==> config.mk <==
export PLATFORM = sky130hd
export DESIGN_NAME = pc_stack_unit
export DESIGN_NICKNAME = d
export VERILOG_FILES = /design/src/rtl/pc_stack_unit.sv
export SDC_FILE = /design/constraint.sdc
export NUM_CORES = 1
export LEC_CHECK = 0
export CORE_MARGIN = 2
export CORE_UTILIZATION = 40
export CTS_BUF_LIST = sky130_fd_sc_hd__clkbuf_8
export CTS_CLUSTER_DIAMETER = 120
export DETAILED_ROUTE_END_ITERATION = 16
export PLACE_DENSITY = 0.58
export SYNTH_ARGS = -nofsm -noshare
export SYNTH_HDL_FRONTEND = slang
export SYNTH_SLANG_ARGS = --single-unit
==> constraint.sdc <==
create_clock -name clk -period 2.68 [get_ports clk]
set_input_delay 0.402 -clock clk [delete_from_list [all_inputs] [get_ports clk]]
set_output_delay 0.402 -clock clk [all_outputs]
set_load 0.05 [all_outputs]
==> src/rtl/pc_stack_unit.sv <==
// pc_stack_unit: program counter with circular hardware return stack and sticky overflow/underflow flags
module pc_stack_unit #(
    parameter int PC_WIDTH = 13,
    parameter int JUMP_WIDTH = 11,
    parameter int STACK_DEPTH = 8,
    localparam int PAGE_WIDTH = PC_WIDTH - JUMP_WIDTH,
    localparam int SW = $clog2(STACK_DEPTH)
) (
    input  logic                  clk,
    input  logic                  reset,
    input  logic                  adv,
    input  logic [2:0]            op,
    input  logic                  cond,
    input  logic [JUMP_WIDTH-1:0] target,
    input  logic [PAGE_WIDTH-1:0] page,
    input  logic                  clr_flags,
    output logic [PC_WIDTH-1:0]   pc,
    output logic [SW-1:0]         sp,
    output logic [SW:0]           stk_count,
    output logic                  stk_ovf,
    output logic                  stk_unf
);
    localparam logic [2:0] OP_GOTO = 3'b001;
    localparam logic [2:0] OP_CALL = 3'b010;
    localparam logic [2:0] OP_RET  = 3'b011;
    localparam logic [2:0] OP_SKIP = 3'b100;
    localparam logic [2:0] OP_HOLD = 3'b101;

    logic [PC_WIDTH-1:0] stack [STACK_DEPTH];
    logic [PC_WIDTH-1:0] pc_next, pc_inc, pc_jump;
    logic [SW-1:0]       sp_dec;
    logic                push, pop, full, empty;

    assign pc_inc  = pc + PC_WIDTH'(1);
    assign pc_jump = {page, target};
    assign sp_dec  = sp - SW'(1);
    assign push    = adv && op == OP_CALL;
    assign pop     = adv && op == OP_RET;
    assign full    = stk_count == (SW+1)'(STACK_DEPTH);
    assign empty   = stk_count == '0;

    // next pc selection; reserved opcodes fall through to sequential increment
    always_comb begin
        pc_next = (op == OP_GOTO || op == OP_CALL) ? pc_jump :
                  (op == OP_RET)                   ? stack[sp_dec] :
                  (op == OP_HOLD)                  ? pc :
                  (op == OP_SKIP && cond)          ? pc + PC_WIDTH'(2) : pc_inc;
    end

    // pc, stack and flag state; a full stack overwrites its oldest entry on push
    always_ff @(posedge clk) begin
        if (reset) begin
            pc        <= '0;
            sp        <= '0;
            stk_count <= '0;
            stk_ovf   <= 1'b0;
            stk_unf   <= 1'b0;
            for (int i = 0; i < STACK_DEPTH; i++) stack[i] <= '0;
        end else begin
            if (adv) pc <= pc_next;
            if (push) begin
                stack[sp] <= pc_inc;
                sp        <= sp + SW'(1);
                if (!full) stk_count <= stk_count + (SW+1)'(1);
            end
            if (pop) begin
                sp <= sp_dec;
                if (!empty) stk_count <= stk_count - (SW+1)'(1);
            end
            stk_ovf <= (push && full) || (stk_ovf && !clr_flags);
            stk_unf <= (pop && empty) || (stk_unf && !clr_flags);
        end
    end
endmodule
Word-level counts from Yosys, hierarchy flattened
Memories as Yosys holds them, arrays and structs flattened.
Cells that the tools add are included.
Widths: inputs -> output; s select.
{"block": "totals", "output_inout_bits": 22, "word_cells": 52, "ram_bits": 104, "in_bits": 21, "mem_count": 1, "reg_bits": 22}
{"block": "classes", "reduce_logical": 15, "eq_ne": 7, "n_addsub": 6, "muxes": 18}
{"name": "stack", "depth": 8, "word_bits": 13, "rd": 1, "rd_ports_with_merged_regs": 0, "write_ports": 8, "line_no": "29", "source": "logic [PC_WIDTH-1:0] stack [STACK_DEPTH];"}
{"operator": "$mux 13", "n": 5}
{"operator": "$mux 4", "n": 4}
{"operator": "$add 13x1->13 const B", "n": 1}
{"operator": "$add 13x2->13 const B", "n": 1}
{"operator": "$reduce_or 13->1", "n": 1}
{"operator": "$mux 3", "n": 3}
{"operator": "$logic_and 1x1->1", "n": 7}
{"operator": "$eq 3x2->1 const B", "n": 2}
{"operator": "$eq 3x3->1 const B", "n": 2}
{"operator": "$mux 1", "n": 6}
{"operator": "$add 4x1->4 const B", "n": 1}
{"operator": "$eq 4x4->1 const B", "n": 1}
{"operator": "$logic_not 4->1", "n": 1}
{"operator": "$sub 4x1->4 const B", "n": 1}
{"operator": "$add 3x1->3 const B", "n": 1}
{"operator": "$eq 3x1->1 const B", "n": 1}
{"operator": "$logic_or 1x1->1", "n": 3}
{"operator": "$ne 3x3->1 const B", "n": 1}
{"operator": "$sub 3x1->3 const B", "n": 1}
{"operator": "$reduce_and 2->1", "n": 1}
{"operator": "$reduce_bool 2->1", "n": 1}
{"operator": "$logic_not 1->1", "n": 1}

Depth between registers and ports, before layout
Gate-level depths: netlist of the first run.
{"block": "logic_depth", "ltp_word": 7, "mapped_depth": 10}

Least setup slack after synthesis of the first run
No wires, ideal clock.
{"block": "synth_path", "path_kind": "reg-to-reg", "startpoint": "register sp[0]", "endpoint": "register pc[5]", "path_stages_with_launch": 9, "t_arrival_ps": 2595, "synth_period_minus_slack_ps": 2718, "setup_time_ps": 123, "path_buffers": 1, "path_slack_ps": -38, "cell_sequence": "dfxtp_1 > buf_4 > inv_1 > ha_1 > xor2_4 > mux4_2 > mux2_2 > mux2i_1 > o22ai_1"}
{"block": "synth_via", "elab_chain_cells": 4}
{"element": "start, declared", "line_no": "18", "source": "output logic [SW-1:0] sp,"}
{"element": "start signal, assigned", "line_no": "63", "source": "sp <= sp + SW'(1);"}
{"element": "start signal, assigned", "line_no": "67", "source": "sp <= sp_dec;"}
{"element": "$sub 3x1->3", "line_no": "36", "source": "assign sp_dec = sp - SW'(1);"}
{"element": "$mem_v2 8x13"}
{"element": "$mux 13", "line_no": "45", "source": "(op == OP_RET) ? stack[sp_dec] :"}
{"element": "$mux 13", "line_no": "44", "source": "pc_next = (op == OP_GOTO || op == OP_CALL) ? pc_jump :"}
{"element": "end signal, assigned", "line_no": "60", "source": "if (adv) pc <= pc_next;"}
{"element": "end, declared", "line_no": "17", "source": "output logic [PC_WIDTH-1:0] pc,"}
No other way between the ends.
A chain may end at the register's enable or synchronous reset.

Final worst setup path of the first run
{"block": "layout_path", "startpoint": "register sp[0]", "endpoint": "output sp[0]"}
No word-level cell between the ends.

==> results of run 1 <==
==> sequential cells by signal, summed over array words and instances, names as in the netlist <==
signal and flops:
stk_ovf 1, stack 104, pc 13, stk_unf 1, stk_count 4, sp 3
==> critical path: stages (launching register included) <==
cell             delay, ps
dfxtp_2                330
buf_4                  450
clkdlybuf4s50_1        910
==> area by class of cell <==
cell class / instances / area share
Clock inverter: 15 / 0.02096
Inverter: 13 / 0.006337
Clock buffer: 17 / 0.03039
Timing Repair Buffer: 94 / 0.1183
Sequential cell: 126 / 0.4630
Multi-Input combinational cell: 355 / 0.3260
Tap cell: 216 / 0.03510
==> cells by family after synthesis <==
kind of cell	Yosys count	share of synthesized area
adder cells (fa/ha/maj)	6	0.01185
AND/OR/NAND/NOR	219	0.1609
flip-flops	126	0.5623
AO/OA/AOI/OAI	70	0.07700
XOR/XNOR	19	0.02922
buffers and inverters	53	0.04166
multiplexers	41	0.1171
==> path summary, 6_finish.rpt <==
path / from / to / slack [ps]
hold reg to reg: stk_unf / stk_unf / 490
hold / removal: stk_unf / stk_unf / 490
setup reg to reg: sp[0] / pc[11] / 460
setup / recovery: sp[0] / sp[0] / 160
==> stage by stage <==
stage	instance area, sq um	worst slack, ps	power [mW]	utilization	hold slack (ps)
6_report	7700	156.0	4.574	0.4918	490.1
5_1_grt	7700	32.00	4.740	0.4918	515.9
4_1_cts	7700	84.55	4.610	0.4918	495.9
3_5_place_dp	7305	151.1	2.950	0.4666	478.4
3_3_place_gp	7305	166.2	2.942	0.4666	471.6
2_1_floorplan	6339	92.81	2.670	-	591.9
==> Yosys cell counts (3+ instances only) <==
library cell,number,share of area
inv_1,12,0.0071
mux2i_1,10,0.016
and3_1,5,0.0049
nor2_2,10,0.0099
o221ai_1,4,0.0055
xnor2_1,9,0.012
a211oi_1,5,0.0059
xor2_1,9,0.012
o22ai_1,6,0.0059
nor2_1,115,0.068
mux2_2,5,0.0089
o21a_1,3,0.0036
o21ai_0,9,0.0071
dfxtp_1,22,0.069
buf_1,3,0.0018
nand4_1,5,0.0049
nor4_1,4,0.0039
o211ai_1,3,0.0036
nor2b_1,4,0.0039
or3_1,5,0.0049
ha_1,6,0.012
edfxtp_1,104,0.49
mux4_2,25,0.089
buf_6,6,0.011
nand3_1,11,0.0087
a221oi_1,4,0.0055
nand2_1,33,0.020
a21oi_1,16,0.013
buf_2,7,0.0055
clkbuf_1,21,0.012
nor3_1,8,0.0063
buf_4,3,0.0036
==> layer usage <==
layer	track usage	vias to the layer above	routed length [um]
li1	-	2105	-
met1	0.2778	2211	7303
met2	0.3191	174	7738
met3	0.04715	28	962
met4	0.08159	0	371
met5	0	-	0
==> power by group through the flow <==
stage               clock network, mW  logic, mW  registers (mW)
finish                           1.66      0.668            2.24
CTS                              1.70      0.669            2.24
global route                     1.77      0.715            2.25
floorplan                           0      0.347            2.32
global placement                    0      0.662            2.28
detailed placement                  0      0.665            2.28
==> results.txt, run 1 <==
fillers: 1395
die height: 129.9 um
Cells after Synth: 534
crit path launch type: flip-flop
register area: 3565 sq um
Mapped Area: 6337 sq um
Leak Pwr: 2.635 nW
final setup fails: 0
Worst-Skew Late Latency: 450 ps
period utilisation layout: 0.9418
vias in the first global route: 4441
Tightest Hold Check Type: flip-flop to flip-flop
GRT Total Usage: 0.2043
Reg clk slew, reported paths: 70 ps
Critical Path Sink Type: primary output
register area share after synthesis: 0.5623
number of diodes: 0
hold_buf cts: 0
max-slew violations: 0
global-route wire length before repair: 25370 um
synth warn: 0
port buffer count: 42
routed vias: 4518
nets@finish: 634
WHS Path Cells: 2
synth unique cells: 64
Detail Route Antenna Nets: 0
clock share of power: 0.364
Starting Density: 0.4048
Max Clock Freq: 0.3962 GHz
final weighted congestion of routability-driven global placement: 0.8774
status: complete, no violations
pwr/cell area: 594.0 nW/um^2
EDFF count, synth: 104
Core Rows: 46
area of the multi-input gates: 2510 sq um
vias per std cell: 5.404
unrepaired setup endpoints after global routing: false
dpl hpwl: 11450 um
Top Ports: 43
Setup TNS: 0 ps
Gate power share: 0.146
Worst Tran Pin Value: 782.4 ps
slew margin rel.: 0.4746
largest net degree at the start of global routing: 30
Max-Cap Viols: 0
Core Region: 15660 sq um
layout cells sized above 1: 0.2113
P_sw: 1.269 mW
top_reg_cell synth: edfxtp_1
placed cells: 804
Post-synth ARST share: 0
buffer depth of the longest clock path: 2
Avg Cell Area, Syn: 11.87 sq um
initial antenna violation count: 0
CP arrival: 2120 ps
area grow syn2layout: 21.50%
most common cell after layout, fill and taps aside: nor2_1
die width: 129.9 um
Critical Path RT: 2280 ps
CP Max Fanout: 29
most frequent cells in the layout: 115 x nor2_1, 104 x edfxtp_1, 44 x buf_4
Reg2Reg Depth: 7
Post-Route WL: 16370 um
H-tree levels: 4
CP Class: flip-flop to primary output
switching power share of the total: 0.2775
root buffer cell: clkbuf_8
Syn Nets: 561
Final Skew: 19.67 ps
Starting DRT DRC Count: 321
post-route insts no fill: 836
CTS sink cnt: 126
CTS buffer count: 17
drt wl/cell: 19.59 um
min Tclk post-route: 2524 ps
Final Hold Viols: 0
CTS tree: built
Peak supply drop: 384.0 uV
Congestion Overflow GR: 0
DR pass1 iterations: 5
DRC viols: 0
full die area: 16870 sq um
sequential share of power: 0.490
internal power: 3.305 mW
flops & latches, synth: 126
cells resized by post-CTS repair: 0
post-CTS setup buffer count: 0
Power figures use the tool's default switching activity.
==> inputs of run 2 (changes only) <==
CORE_ASPECT_RATIO = 0.9   (was default)
==> results.txt, run 2 (same netlist as run 1, synthesis figures left out) <==
largest net degree at the start of global routing: 30
Final Skew: 15.21 ps
Starting Density: 0.4104
WHS Path Cells: 2
max layer used: met4
max-slew violations: 0
pre-CTS WS: 125.2 ps
Setup TNS: 0 ps
Reg clk slew, reported paths: 80 ps
port buffer count: 42
finished layout cell area: 7622 sq um
layout cells sized above 1: 0.2020
CTS buffer count: 17
Top Ports: 43
Reg-to-Reg End: pc[11]
root buffer cell: clkbuf_8
Leak Pwr: 2.601 nW
Most flops, register: stack
Max Clock Freq: 0.3926 GHz
CP max stage cell: clkdlybuf4s50_1
H-tree levels: 4
number of diodes: 0
Reg2Reg Depth: 5
GRT Total Usage: 0.2072
full die area: 16870 sq um
worst setup margin: 132.9 ps
Final Hold Viols: 0
flop2flop setup slack: 370 ps
pwr/cell area: 590.9 nW/um^2
dpl hpwl: 11220 um
Largest register FFs: 104
Hold Path Origin: stk_unf
CP Class: flip-flop to primary output
most frequent cells in the layout: 115 x nor2_1, 104 x edfxtp_1, 42 x clkdlybuf4s50_1
CTS sink cnt: 126
slew margin rel.: 0.5184
Congestion Overflow GR: 0
vias per std cell: 5.607
Detail Route Antenna Nets: 0
Starting DRT DRC Count: 303
post-CTS setup buffer count: 0
Core Region: 15440 sq um
FF-to-FF Start: sp[2]
DR WL met2: 7561 um
Worst Tran Pin Value: 719.9 ps
hold_buf cts: 0
final setup fails: 0
drt wl/cell: 19.94 um
cells resized by post-CTS repair: 0
met3 routed WL: 978 um
most common cell after layout, fill and taps aside: nor2_1
worst min-delay path endpoint: stk_unf
Peak supply drop: 370.1 uV
final weighted congestion of routability-driven global placement: 0.8520
Critical Path Sink Type: primary output
worst stage delay on the critical path: 910 ps
CP Max Fanout: 29
CTS tree: built
Critical Path RT: 2280 ps
wl on met1: 7503 um
Top Registers: stack x104, pc x13, stk_count x4
global-route wire length before repair: 25350 um
CP arrival: 2150 ps
Tightest Hold Check Type: flip-flop to flip-flop
total power: 4.504 mW
initial antenna violation count: 0
area grow syn2layout: 20.28%
status: complete, no violations
Max-Cap Viols: 0
nets@finish: 628
Core Rows: 43
Post-Route WL: 16270 um
die height: 123.4 um
crit path launch type: flip-flop
min Tclk post-route: 2547 ps
DR pass1 iterations: 5
vias in the first global route: 4406
buffer depth of the longest clock path: 2
Worst-Skew Late Latency: 440 ps
unrepaired setup endpoints after global routing: false
routed vias: 4575
Final Util: 0.4936
die width: 136.7 um
worst path cell trace: buf_4 > clkdlybuf4s50_1
area post-placement: 7242 sq um
period utilisation layout: 0.9504
DRC viols: 0
-- run 2: worst max-delay path by stage --
| stage | start | end | slack, ps | cells past startpoint |
|---|---|---|---|---|
| 3_3_place_gp | op[2] | stack[5][12] | 140 | 7 |
| 5_1_grt | sp[0] | sp[0] | 20 | 2 |
| 4_1_cts | sp[0] | sp[0] | 60 | 2 |
| 2_1_floorplan | sp[1] | pc[5] | 90 | 7 |
| 3_5_place_dp | op[2] | stack[5][9] | 130 | 7 |
| 6_report | sp[0] | sp[0] | 130 | 2 |
-- run 2: worst max-delay path, delay by kind of cell (launching register included) --
kind,cells,cell delay (ps)
buf+inv,2,1370
flops,1,330
-- run 2: area by class of cell --
cell class                      count  area, sq um
Timing Repair Buffer               88        865.8
Inverter                           13        48.80
Multi-Input combinational cell    355         2510
Fill cell                        1330         7819
Clock inverter                     15        146.4
Sequential cell                   126         3565
Clock buffer                       17        234.0
Tap cell                          202        252.7
-- run 2: report_power, final --
part	leakage, nW	internal (mW)	switching, mW
clock	0.197	0.822	0.783
sequential	1.26	2.18	0.0611
combinational	1.15	0.274	0.379
total	2.60	3.28	1.22
-- run 2: metal layers --
layer  vias to the layer above  track usage
met3                        18      0.04510
met1                      2309       0.2905
li1                       2097            -
met4                         0      0.06966
met2                       151       0.3206
met5                         -            0
-- run 2: metrics by stage --
stage | hold slack (ps) | std cells
3_3_place_gp | 476.1 | 784
2_1_floorplan | 591.9 | 534
6_report | 491.9 | 816
3_5_place_dp | 482.0 | 784
5_1_grt | 538.8 | 816
4_1_cts | 496.9 | 816
